==> src/rtl/cpu_pkg.sv <==
// Shared definitions for the instruction-fetch front end: default widths,
// reset PC and the {pc, instr} queue entry type.
package cpu_pkg;

    localparam int DEF_INSTR_W  = 16;
    localparam int DEF_ADDR_W   = 16;
    localparam int DEF_RESET_PC = 0;

    typedef struct packed {
        logic [DEF_ADDR_W-1:0]  pc;
        logic [DEF_INSTR_W-1:0] instr;
    } ifq_entry_t;

endpackage

==> src/rtl/ifq_fifo.sv <==
// Synchronous FIFO holding fetched {pc, instr} entries for decode.
// Power-of-2 depth, so read/write pointers wrap naturally; a flush empties
// the queue in one cycle without touching the stored words.
module ifq_fifo
    import cpu_pkg::*;
#(
    parameter int  DEPTH   = 4,
    parameter type entry_t = ifq_entry_t,
    localparam int IDX_W   = $clog2(DEPTH),
    localparam int CNT_W   = $clog2(DEPTH) + 1
) (
    input  logic             clk,
    input  logic             rst,
    input  logic             flush,
    input  logic             push,
    input  logic             pop,
    input  entry_t           wdata,
    output entry_t           head,
    output logic [CNT_W-1:0] count
);

    entry_t           mem [DEPTH];
    logic [IDX_W-1:0] rd_ptr;
    logic [IDX_W-1:0] wr_ptr;

    // Storage, pointers and occupancy; flush outranks push/pop
    always_ff @(posedge clk) begin
        if (rst) begin
            for (int i = 0; i < DEPTH; i++) begin
                mem[i] <= '0;
            end
            rd_ptr <= '0;
            wr_ptr <= '0;
            count  <= '0;
        end else if (flush) begin
            wr_ptr <= rd_ptr;
            count  <= '0;
        end else begin
            if (push) begin
                mem[wr_ptr] <= wdata;
                wr_ptr      <= wr_ptr + IDX_W'(1);
            end
            if (pop) begin
                rd_ptr <= rd_ptr + IDX_W'(1);
            end
            if (push && !pop) begin
                count <= count + CNT_W'(1);
            end else if (pop && !push) begin
                count <= count - CNT_W'(1);
            end
        end
    end

    assign head = mem[rd_ptr];

endmodule

==> src/rtl/ifetch_queue.sv <==
// Instruction-fetch front end with a prefetch queue.
// Issues sequential word fetches to a 1-cycle pipelined instruction memory,
// buffers {pc, instr} pairs for decode, and handles redirect and halt.
// Optional feature: define IFQ_BYPASS_EN to let a response reach decode in
// the same cycle it returns whenever the queue is empty.
module ifetch_queue
    import cpu_pkg::*;
#(
    parameter int              INSTR_W  = DEF_INSTR_W,
    parameter int              ADDR_W   = DEF_ADDR_W,
    parameter int              DEPTH    = 4,
    parameter logic [ADDR_W-1:0] RESET_PC = ADDR_W'(DEF_RESET_PC)
) (
    input  logic               clk,
    input  logic               rst,
    output logic               imem_req,
    output logic [ADDR_W-1:0]  imem_addr,
    input  logic [INSTR_W-1:0] imem_rdata,
    input  logic               imem_valid,
    output logic               instr_valid,
    output logic [INSTR_W-1:0] instr,
    output logic [ADDR_W-1:0]  instr_pc,
    input  logic               instr_ready,
    input  logic               br_ctrl,
    input  logic [ADDR_W-1:0]  new_pc,
    input  logic               hlt
);

    localparam int CNT_W = $clog2(DEPTH) + 1;

    typedef struct packed {
        logic [ADDR_W-1:0]  pc;
        logic [INSTR_W-1:0] instr;
    } entry_t;

    logic [ADDR_W-1:0] fetch_pc;
    logic [ADDR_W-1:0] req_pc;
    logic              inflight;
    logic [CNT_W-1:0]  count;
    logic [CNT_W:0]    credit_used;
    entry_t            head;
    entry_t            wdata;
    logic              issue;
    logic              push;
    logic              pop;
    logic              q_empty;
    logic              bypass_hit;
    logic              fifo_push;
    logic              fifo_pop;

    // Credit: queued entries plus the outstanding request never exceed DEPTH,
    // so a returning response always has a free slot.
    assign credit_used = {1'b0, count} + (CNT_W+1)'(inflight);
    assign issue       = !rst && !hlt && !br_ctrl && (credit_used < (CNT_W+1)'(DEPTH));
    assign imem_req    = issue;
    assign imem_addr   = rst ? RESET_PC : fetch_pc;

    // Responses only count when we actually have a request outstanding,
    // and are dropped during a redirect.
    assign push    = imem_valid && inflight && !br_ctrl && !rst;
    assign q_empty = (count == '0);

`ifdef IFQ_BYPASS_EN
    assign bypass_hit = push && q_empty;
`else
    assign bypass_hit = 1'b0;
`endif

    assign pop       = instr_valid && instr_ready && !br_ctrl;
    assign fifo_pop  = pop && !q_empty;
    assign fifo_push = push && !(bypass_hit && instr_ready);

    // Pack the returning word with the address it was fetched from
    always_comb begin
        wdata       = '0;
        wdata.pc    = req_pc;
        wdata.instr = imem_rdata;
    end

    // Decode-facing outputs: bypassed response or registered queue head
    always_comb begin
        instr_valid = 1'b0;
        instr       = '0;
        instr_pc    = '0;
        if (!rst) begin
            if (bypass_hit) begin
                instr_valid = 1'b1;
                instr       = imem_rdata;
                instr_pc    = req_pc;
            end else begin
                instr_valid = !q_empty;
                instr       = head.instr;
                instr_pc    = head.pc;
            end
        end
    end

    // Fetch PC, address of the outstanding request, and the in-flight flag
    always_ff @(posedge clk) begin
        if (rst) begin
            fetch_pc <= RESET_PC;
            req_pc   <= RESET_PC;
            inflight <= 1'b0;
        end else begin
            inflight <= issue;
            if (br_ctrl) begin
                fetch_pc <= new_pc;
            end else if (issue) begin
                req_pc   <= fetch_pc;
                fetch_pc <= fetch_pc + ADDR_W'(1);
            end
        end
    end

    ifq_fifo #(
        .DEPTH   (DEPTH),
        .entry_t (entry_t)
    ) u_fifo (
        .clk   (clk),
        .rst   (rst),
        .flush (br_ctrl),
        .push  (fifo_push),
        .pop   (fifo_pop),
        .wdata (wdata),
        .head  (head),
        .count (count)
    );

endmodule

==> config.mk <==
export PLATFORM = sky130hd
export DESIGN_NAME = ifetch_queue
export DESIGN_NICKNAME = d
export VERILOG_FILES = /design/src/rtl/cpu_pkg.sv /design/src/rtl/ifq_fifo.sv /design/src/rtl/ifetch_queue.sv
export SDC_FILE = /design/constraint.sdc
export NUM_CORES = 1
export LEC_CHECK = 0
export CORE_AREA = 2 2 125 127
export CTS_BUF_LIST = sky130_fd_sc_hd__clkbuf_8
export CTS_CLUSTER_SIZE = 8
export DETAILED_ROUTE_END_ITERATION = 6
export DIE_AREA = 0 0 127 129
export PLACE_DENSITY = 0.78
export SYNTH_ARGS = -nofsm -noshare
export SYNTH_HDL_FRONTEND = slang
export SYNTH_HIERARCHICAL = 1
export SYNTH_SLANG_ARGS = --single-unit
==> constraint.sdc <==
create_clock -name clk -period 3.05 [get_ports clk]
set_clock_uncertainty 0.1 [all_clocks]
set_input_delay 0.7625 -clock clk [delete_from_list [all_inputs] [get_ports clk]]
set_output_delay 0.7625 -clock clk [all_outputs]
set_load 0.1 [all_outputs]
==> results of run 1 <==
==> layout by cell type, fill, tap and decap left out, types with 4 or more instances in the layout <==
| cell | synthesis | layout |
|---|---|---|
| sky130_fd_sc_hd__edfxtp_1 | 128 | 128 |
| sky130_fd_sc_hd__and3_1 | 67 | 67 |
| sky130_fd_sc_hd__and2_1 | 62 | 62 |
| sky130_fd_sc_hd__buf_12 | 0 | 56 |
| sky130_fd_sc_hd__nand2_1 | 48 | 48 |
| sky130_fd_sc_hd__dfxtp_1 | 42 | 41 |
| sky130_fd_sc_hd__nor2b_2 | 0 | 39 |
| sky130_fd_sc_hd__clkdlybuf4s50_1 | 0 | 36 |
| sky130_fd_sc_hd__a21oi_1 | 33 | 33 |
| sky130_fd_sc_hd__mux4_2 | 32 | 32 |
| sky130_fd_sc_hd__buf_4 | 0 | 22 |
| sky130_fd_sc_hd__clkbuf_8 | 0 | 17 |
| sky130_fd_sc_hd__nor2_1 | 16 | 14 |
| sky130_fd_sc_hd__inv_1 | 9 | 11 |
| sky130_fd_sc_hd__nor3_1 | 9 | 9 |
| sky130_fd_sc_hd__nand3_1 | 8 | 8 |
| sky130_fd_sc_hd__nor2b_1 | 46 | 7 |
| sky130_fd_sc_hd__nand3b_1 | 6 | 6 |
| sky130_fd_sc_hd__nand4_1 | 4 | 4 |
| sky130_fd_sc_hd__a31oi_1 | 4 | 4 |
| sky130_fd_sc_hd__nor4_1 | 4 | 4 |
| sky130_fd_sc_hd__o211ai_1 | 4 | 4 |
| sky130_fd_sc_hd__a21o_1 | 4 | 4 |
| sky130_fd_sc_hd__o21ai_0 | 4 | 4 |
| sky130_fd_sc_hd__xor2_1 | 4 | 4 |
==> area by class of cell <==
cell class                      count  area share
Inverter                           10     0.00375
Clock buffer                       17      0.0234
Timing Repair Buffer              114       0.164
Multi-Input combinational cell    392       0.302
Clock inverter                     15      0.0157
Tap cell                          188      0.0235
Sequential cell                   170       0.468
==> synthesized netlist by cell type, types with 9 or more instances <==
master | instances | area (sq um)
sky130_fd_sc_hd__dfxtp_1 | 42 | 841
sky130_fd_sc_hd__clkbuf_1 | 26 | 97.6
sky130_fd_sc_hd__nor2b_1 | 46 | 288
sky130_fd_sc_hd__inv_1 | 9 | 33.8
sky130_fd_sc_hd__mux4_2 | 32 | 721
sky130_fd_sc_hd__and3_1 | 67 | 419
sky130_fd_sc_hd__a21oi_1 | 33 | 165
sky130_fd_sc_hd__nand2_1 | 48 | 180
sky130_fd_sc_hd__edfxtp_1 | 128 | 3840
sky130_fd_sc_hd__nor2_1 | 16 | 60.1
sky130_fd_sc_hd__nor3_1 | 9 | 45.0
sky130_fd_sc_hd__and2_1 | 62 | 388
==> registers in the layout (all words and copies together) (netlist names), named ones only <==
register,cells
u_fifo/rd_ptr,2
u_fifo/wr_ptr,2
fetch_pc,16
inflight,1
u_fifo/mem,128
u_fifo/count,3
req_pc,16
==> through the flow <==
stage | cells | util | hold WS [ns]
3_5_place_dp | 874 | 0.642 | 0.376
2_1_floorplan | 615 | - | 0.345
4_1_cts | 906 | 0.668 | 0.389
5_1_grt | 906 | 0.669 | 0.426
6_report | 906 | 0.669 | 0.387
3_3_place_gp | 874 | 0.642 | 0.372
==> metal layers <==
metal	vias up	share of wire	wire, um
met5	-	0	0
met4	0	0.0062	108
met3	12	0.064	1110
met2	225	0.51	8790
met1	2606	0.42	7380
li1	2443	-	-
==> kinds of logic after synthesis <==
family | count (synthesis) | synth area share
DFF | 170 | 0.600
xor gates and xnor gates | 4 | 0.00449
muxes | 35 | 0.0963
AOI/OAI and AO/OA | 62 | 0.0490
and+or+nand+nor | 288 | 0.217
adders and majority gates | 3 | 0.00577
buffers and inverters | 53 | 0.0272
==> critical path, cell delays in order <==
cell	delay, ns
sky130_fd_sc_hd__clkdlybuf4s50_1	0.46
sky130_fd_sc_hd__buf_4	0.18
sky130_fd_sc_hd__nor4_4	0.29
sky130_fd_sc_hd__nand2_1	0.12
sky130_fd_sc_hd__clkinv_1	0.11
sky130_fd_sc_hd__buf_12	0.18
==> how the worst min path moves through the flow <==
stage / from / endpoint / slack [ns] / cells after the start
3_3_place_gp: req_pc[15]$_SDFFE_PP0P_ / req_pc[15]$_SDFFE_PP0P_ / 0.37 / 2
5_1_grt: fetch_pc[14]$_SDFFE_PP0P_ / req_pc[14]$_SDFFE_PP0P_ / 0.43 / 2
6_report: req_pc[15]$_SDFFE_PP0P_ / req_pc[15]$_SDFFE_PP0P_ / 0.39 / 2
3_5_place_dp: req_pc[15]$_SDFFE_PP0P_ / req_pc[15]$_SDFFE_PP0P_ / 0.38 / 2
2_1_floorplan: fetch_pc[14]$_SDFFE_PP0P_ / req_pc[14]$_SDFFE_PP0P_ / 0.34 / 2
4_1_cts: req_pc[15]$_SDFFE_PP0P_ / req_pc[15]$_SDFFE_PP0P_ / 0.39 / 2
==> where the power goes <==
group / total [mW] / switching [mW] / internal [mW]
combinational: 0.548 / 0.337 / 0.211
sequential: 2.59 / 0.0402 / 2.55
clock: 1.58 / 0.781 / 0.795
total: 4.71 / 1.16 / 3.55
==> repair_timing <==
action,4_1_cts,5_1_grt
endpoints found under the hold margin,0,0
setup endpoints to repair,0,1
gates resized for setup,0,1
==> results by group, run 1 <==
Timing
  • FMAX: 337 MHz
  • Crit path time final: 2.97 ns
  • Worst path setup slack after routing: 0.0814 ns
  • Final period utilization: 0.973
  • Transition time at the pin with the least slew margin: 1.17 ns
  • Setup violations, final: 0
  • Final-report hold violation count: 0
  • Number of pins exceeding their max-slew limit in the final report: 0
  • Sum Neg Setup Slack: 0 ns
  • Setup repair after global routing missed its margin: no
  • Worst slew slack as a fraction of its limit: 0.216

Worst setup path
  • Depth of the worst register-to-register path: 9
  • Data arrival, critical path: 2.11 ns
  • Capture instance of the worst register-to-register path: u_fifo/count[2]$_SDFFE_PP0P_
  • Startpoint of the worst register-to-register path: u_fifo/count[0]$_SDFFE_PP0P_
  • Endpoint kind of the worst setup timing path: output pin
  • Start point of the critical path: br_ctrl
  • Max Fanout on Critical Path: 4
  • Required arrival time at the worst endpoint: 2.19 ns
  • Category of the most critical setup path: in -> out
  • Flop-to-flop setup slack: 0.32 ns
  • Kind of launch point of the worst setup path: primary input
  • CP endpoint: imem_req

Placed design
  • Number of port buffers: 87
  • Placer Congestion: 0.842
  • Worst setup timing slack at the placement stage: -0.159 ns
  • Final HPWL from detailed placement: 11,000 um
  • Cell area after placement: 0.00962 sq mm

Route
  • Overall via count from detail_route: 5,286
  • Length of the first detailed-routing pass in iterations: 5
  • Wire length after detailed routing: 17,400 um
  • Starting DRC count in detailed routing: 512
  • Mean number of vias per cell: 5.83
  • Remaining antenna violation count after routing: 0
  • Routed length per placed instance: 19.2 um
  • Post-route DRC: 0

Clock tree
  • Number of sinks on the clock net: 170
  • Clk pin slew, worst setup/hold paths: 0.09 ns
  • Hold buffer count at cts: 0
  • Post-CTS Repair Setup Buffers: 0
  • Clock buffer count from CTS: 17
  • Clock tree from TritonCTS: yes
  • Count of H-tree levels built during CTS: 4
  • Cell at the root of the clock tree: sky130_fd_sc_hd__clkbuf_8
  • Clock latency on the worst-skew pair: 0.44 ns
  • Clock Path Buffers: 2

Cells and area
  • Filler cell count in the final layout: 1,050
  • Area taken by multi-input logic gates: 0.00302 sq mm
  • Proportion of layout cells with a drive suffix above 1: 0.270
  • Area growth from synthesis to layout: 28.3%
  • Register area: 0.00469 sq mm
  • Design area: 0.0100 sq mm
  • Antenna cell count: 0
  • NumNets Final: 746

Yosys
  • Post-Syn Instances: 615
  • Sequential cell area fraction in the yosys report: 0.600
  • Total number of yosys warnings: 6
  • Net Count, Synth: 656
  • Share of synthesized registers carrying an async set or reset: 0
  • Top flip-flop cell by instance count after synthesis: sky130_fd_sc_hd__edfxtp_1
  • Total of flip-flops plus latches after synthesis: 170
  • Mean area per synthesized cell: 12.7 sq um
  • Distinct cell type count of the synthesized netlist: 52
  • Cell area after technology mapping: 0.00781 sq mm
  • Number of enable-type register cells in the synthesized netlist: 128

GRT
  • GRT met1 Usage: 0.299
  • Fraction of met2 tracks used by global routing: 0.374
  • Antenna violations before repair: 0
  • Maximum number of pins on one net before global-route repair: 65
  • Wire length of the first global-routing pass: 28,300 um
  • Remaining global-route overflow: 0
  • Total GRT Usage: 0.223
  • Global routing's busiest layer: met2
  • Vias in the first global route: 5,477
  • Global routing usage on met3: 0.0457

Floorplanning
  • Number of top-level design ports: 88
  • Horizontal die dimension: 127 um
  • Row cnt: 45
  • Overall die area: 0.0164 sq mm
  • Chip Height: 129 um
  • Core area: 0.0150 sq mm
  • Starting Density: 0.521

Job
  • Count of maximum capacitance violations: 0

Power and ir drop
  • Post-layout power: 4.71 mW
  • Worst-case vdd ir drop: 259 uV
  • Static Leak: 3.81 nW
  • PwrDens: 470 mW/mm^2

Hold path
  • Worst Hold Class: reg -> reg

Run status
  • Status: finished clean
Power figures use the tool's default switching activity.
==> run 2, diff against run 1 <==
--- a/config.mk
+++ b/config.mk
@@ -5,12 +5,14 @@
 export SDC_FILE = /design/constraint.sdc
 export NUM_CORES = 1
 export LEC_CHECK = 0
+export CAP_MARGIN = 20
 export CORE_AREA = 2 2 125 127
 export CTS_BUF_LIST = sky130_fd_sc_hd__clkbuf_8
 export CTS_CLUSTER_SIZE = 8
 export DETAILED_ROUTE_END_ITERATION = 6
 export DIE_AREA = 0 0 127 129
 export PLACE_DENSITY = 0.78
+export SKIP_CTS_REPAIR_TIMING = 1
 export SYNTH_ARGS = -nofsm -noshare
 export SYNTH_HDL_FRONTEND = slang
 export SYNTH_HIERARCHICAL = 1
==> constraint.sdc (replaced) <==
create_clock -name clk -period 3.05 [get_ports clk]
set_clock_uncertainty 0.1 [all_clocks]
set_input_delay 0.7625 -clock clk [delete_from_list [all_inputs] [get_ports clk]]
set_output_delay 0.7625 -clock clk [all_outputs]
set_load 0.02 [all_outputs]
==> run 2 against run 1 <==
Global-route usage decreased by 0.49 points. Worst hold slack got worse by 0.0011 ns. Highest routed layer unchanged. Critical path type is now reg -> out. Core utilization decreased by 2.5 points. Count of clock-buffer cells in the layout unchanged. Design area decreased by 3.7%. Non-clock buffer count increased by 18.
==> results by group, run 2 (synthesized netlist as in run 1, its figures left out) <==
Clock tree
  • Count of H-tree levels built during CTS: 4 (unchanged)
  • Clock latency on the worst-skew pair: 0.46 ns (+0.02 ns)
  • Clock tree from TritonCTS: yes
  • Number of sinks on the clock net: 170 (unchanged)
  • Clock buffer count from CTS: 17 (unchanged)
  • Clock Path Buffers: 2 (unchanged)
  • Cell at the root of the clock tree: sky130_fd_sc_hd__clkbuf_8
  • Clk pin slew, worst setup/hold paths: 0.08 ns (about the same)

Timing
  • Number of pins exceeding their max-slew limit in the final report: 0 (unchanged)
  • Worst path setup slack after routing: 0.140 ns (+0.0586 ns)
  • Setup repair after global routing missed its margin: no
  • Worst slew slack as a fraction of its limit: 0.722 (+0.506)
  • Setup violations, final: 0 (unchanged)
  • Crit path time final: 2.91 ns (-0.0586 ns)
  • FMAX: 344 MHz (+2.0%)
  • Final-report hold violation count: 0 (unchanged)
  • Transition time at the pin with the least slew margin: 0.416 ns (-0.758 ns)
  • Final period utilization: 0.954 (-0.0192)

Route
  • Remaining antenna violation count after routing: 0 (unchanged)
  • Post-route DRC: 0 (unchanged)
  • Overall via count from detail_route: 5,394 (+2.0%)
  • Wire length after detailed routing: 17,500 um (+0.45%)
  • Mean number of vias per cell: 5.84 (about the same)
  • Routed length per placed instance: 18.9 um (-1.5%)
  • Length of the first detailed-routing pass in iterations: 5 (unchanged)
  • Starting DRC count in detailed routing: 533 (+4.1%)

GRT
  • Antenna violations before repair: 0 (unchanged)
  • Total GRT Usage: 0.218 (-0.00491)
  • Vias in the first global route: 5,496 (+0.35%)
  • Maximum number of pins on one net before global-route repair: 55 (-15%)
  • Wire length of the first global-routing pass: 27,300 um (-3.6%)
  • Remaining global-route overflow: 0 (unchanged)

Worst setup path
  • Endpoint kind of the worst setup timing path: output pin
  • Critical Path Slowest Stage Cell: sky130_fd_sc_hd__mux4_2
  • Cells along the critical path: buf_12, buf_4, mux4_2, nor2b_1, dlymetal6s2s_1
  • Crit-path max cell delay: 0.51 ns (+0.05 ns)
  • Max Fanout on Critical Path: 16 (+12)
  • Required arrival time at the worst endpoint: 2.19 ns (about the same)
  • Kind of launch point of the worst setup path: flop
  • Category of the most critical setup path: reg -> out
  • Data arrival, critical path: 2.05 ns (-0.06 ns)

Floorplanning
  • Number of top-level design ports: 88 (unchanged)
  • Core area: 0.0150 sq mm (unchanged)
  • Starting Density: 0.521 (unchanged)
  • Row cnt: 45 (unchanged)
  • Overall die area: 0.0164 sq mm (unchanged)
  • Chip Height: 129 um (unchanged)
  • Horizontal die dimension: 127 um (unchanged)

Cells and area
  • Largest reg by FF count: u_fifo/mem
  • Design area: 0.00964 sq mm (-3.7%)
  • Biggest registers after layout: u_fifo/mem (128), fetch_pc (16), req_pc (16)
  • NumNets Final: 764 (+2.4%)
  • Area growth from synthesis to layout: 23.5%
  • Area taken by multi-input logic gates: 0.00292 sq mm (-3.5%)
  • Proportion of layout cells with a drive suffix above 1: 0.160 (-0.110)
  • Antenna cell count: 0 (unchanged)
  • Filler cell count in the final layout: 1,119 (+6.6%)
  • Register area: 0.00469 sq mm (unchanged)
  • Most used cells in the layout excluding fill and tap cells: 128 x sky130_fd_sc_hd__edfxtp_1, 67 x sky130_fd_sc_hd__and3_1, 62 x sky130_fd_sc_hd__and2_1
  • Non-filler cells in the finished layout: 924 (+2.0%)
  • Number of flip-flops in the largest register: 128 (unchanged)
  • Most common library cell in the layout ignoring fill and taps: sky130_fd_sc_hd__edfxtp_1

Placed design
  • Number of port buffers: 87 (unchanged)
  • Placer Congestion: 0.847 (+0.62%)
  • Placed Cells: 885 (+1.3%)
  • Final HPWL from detailed placement: 11,100 um (+0.94%)
  • Cell area after placement: 0.00914 sq mm (-5.0%)
  • Worst setup timing slack at the placement stage: -0.105 ns (+0.0536 ns)

Power and ir drop
  • PwrDens: 456 mW/mm^2 (-3.1%)
  • Worst-case vdd ir drop: 291 uV (+12%)
  • Static Leak: 4.17 nW (+9.4%)
  • Post-layout power: 4.39 mW (-6.8%)

Job
  • Count of maximum capacitance violations: 0 (unchanged)

Hold path
  • Worst Hold Class: reg -> reg

Run status
  • Status: finished clean
==> run 2: cell count changes in the layout (fill, tap and decap cells not counted), moves of 2 or more <==
cell | previous run | this run
sky130_fd_sc_hd__buf_12 | 56 | 9
sky130_fd_sc_hd__nor2b_1 | 7 | 45
sky130_fd_sc_hd__nor2b_2 | 39 | 1
sky130_fd_sc_hd__dlymetal6s2s_1 | 0 | 33
sky130_fd_sc_hd__clkdlybuf4s50_1 | 36 | 53
sky130_fd_sc_hd__buf_4 | 22 | 35
sky130_fd_sc_hd__clkinv_1 | 3 | 6
sky130_fd_sc_hd__inv_1 | 11 | 13
==> run 2: metal layers <==
metal | up-vias | wire length [um] | GRT usage | share of wire
met2 | 234 | 8830 | 0.392 | 0.51
met5 | - | 0 | 0 | 0
li1 | 2483 | - | - | -
met4 | 0 | 312 | 0.0918 | 0.018
met3 | 31 | 1190 | 0.0445 | 0.068
met1 | 2646 | 7130 | 0.258 | 0.41
==> run 2: cell type report <==
type	instances	area share
clock buffer	17	0.0243
clock inverter	15	0.0123
inverter	10	0.00389
multi-input combinational	392	0.302
sequential	170	0.486
tap	188	0.0244
timing repair buffer	132	0.147
==> run 2: final timing paths <==
| kind | slack, ns | cells after the start | start | to |
|---|---|---|---|---|
| max reg2reg | 0.70 | 9 | u_fifo/count[0]$_SDFFE_PP0P_ | u_fifo/count[2]$_SDFFE_PP0P_ |
| max | 0.14 | 5 | flop | instr_pc[8] |
| min reg2reg | 0.39 | 2 | req_pc[9]$_SDFFE_PP0P_ | req_pc[9]$_SDFFE_PP0P_ |
| min | 0.39 | 2 | req_pc[9]$_SDFFE_PP0P_ | req_pc[9]$_SDFFE_PP0P_ |
==> run 2: metrics by stage <==
| step | hold slack [ns] | utilization | TNS (ns) |
|---|---|---|---|
| 2_1_floorplan | 0.345 | - | 0 |
| 3_3_place_gp | 0.371 | 0.610 | -0.0709 |
| 3_5_place_dp | 0.378 | 0.610 | -0.179 |
| 4_1_cts | 0.390 | 0.634 | -5.26 |
| 5_1_grt | 0.422 | 0.644 | 0 |
| 6_report | 0.386 | 0.644 | 0 |
==> run 2: power by group <==
part	leakage (nW)	switching [mW]	internal (mW)	total, mW
registers	1.67	0.0396	2.55	2.59
clock network	0.188	0.761	0.696	1.46
logic	2.31	0.181	0.166	0.348
==> run 2: critical path, delay by kind of cell (launching register included) <==
| family | cells | cell delay, ns |
|---|---|---|
| buffers and inverters | 3 | 0.53 |
| and+or+nand+nor | 1 | 0.15 |
| DFF | 1 | 0.39 |
| muxes | 1 | 0.51 |
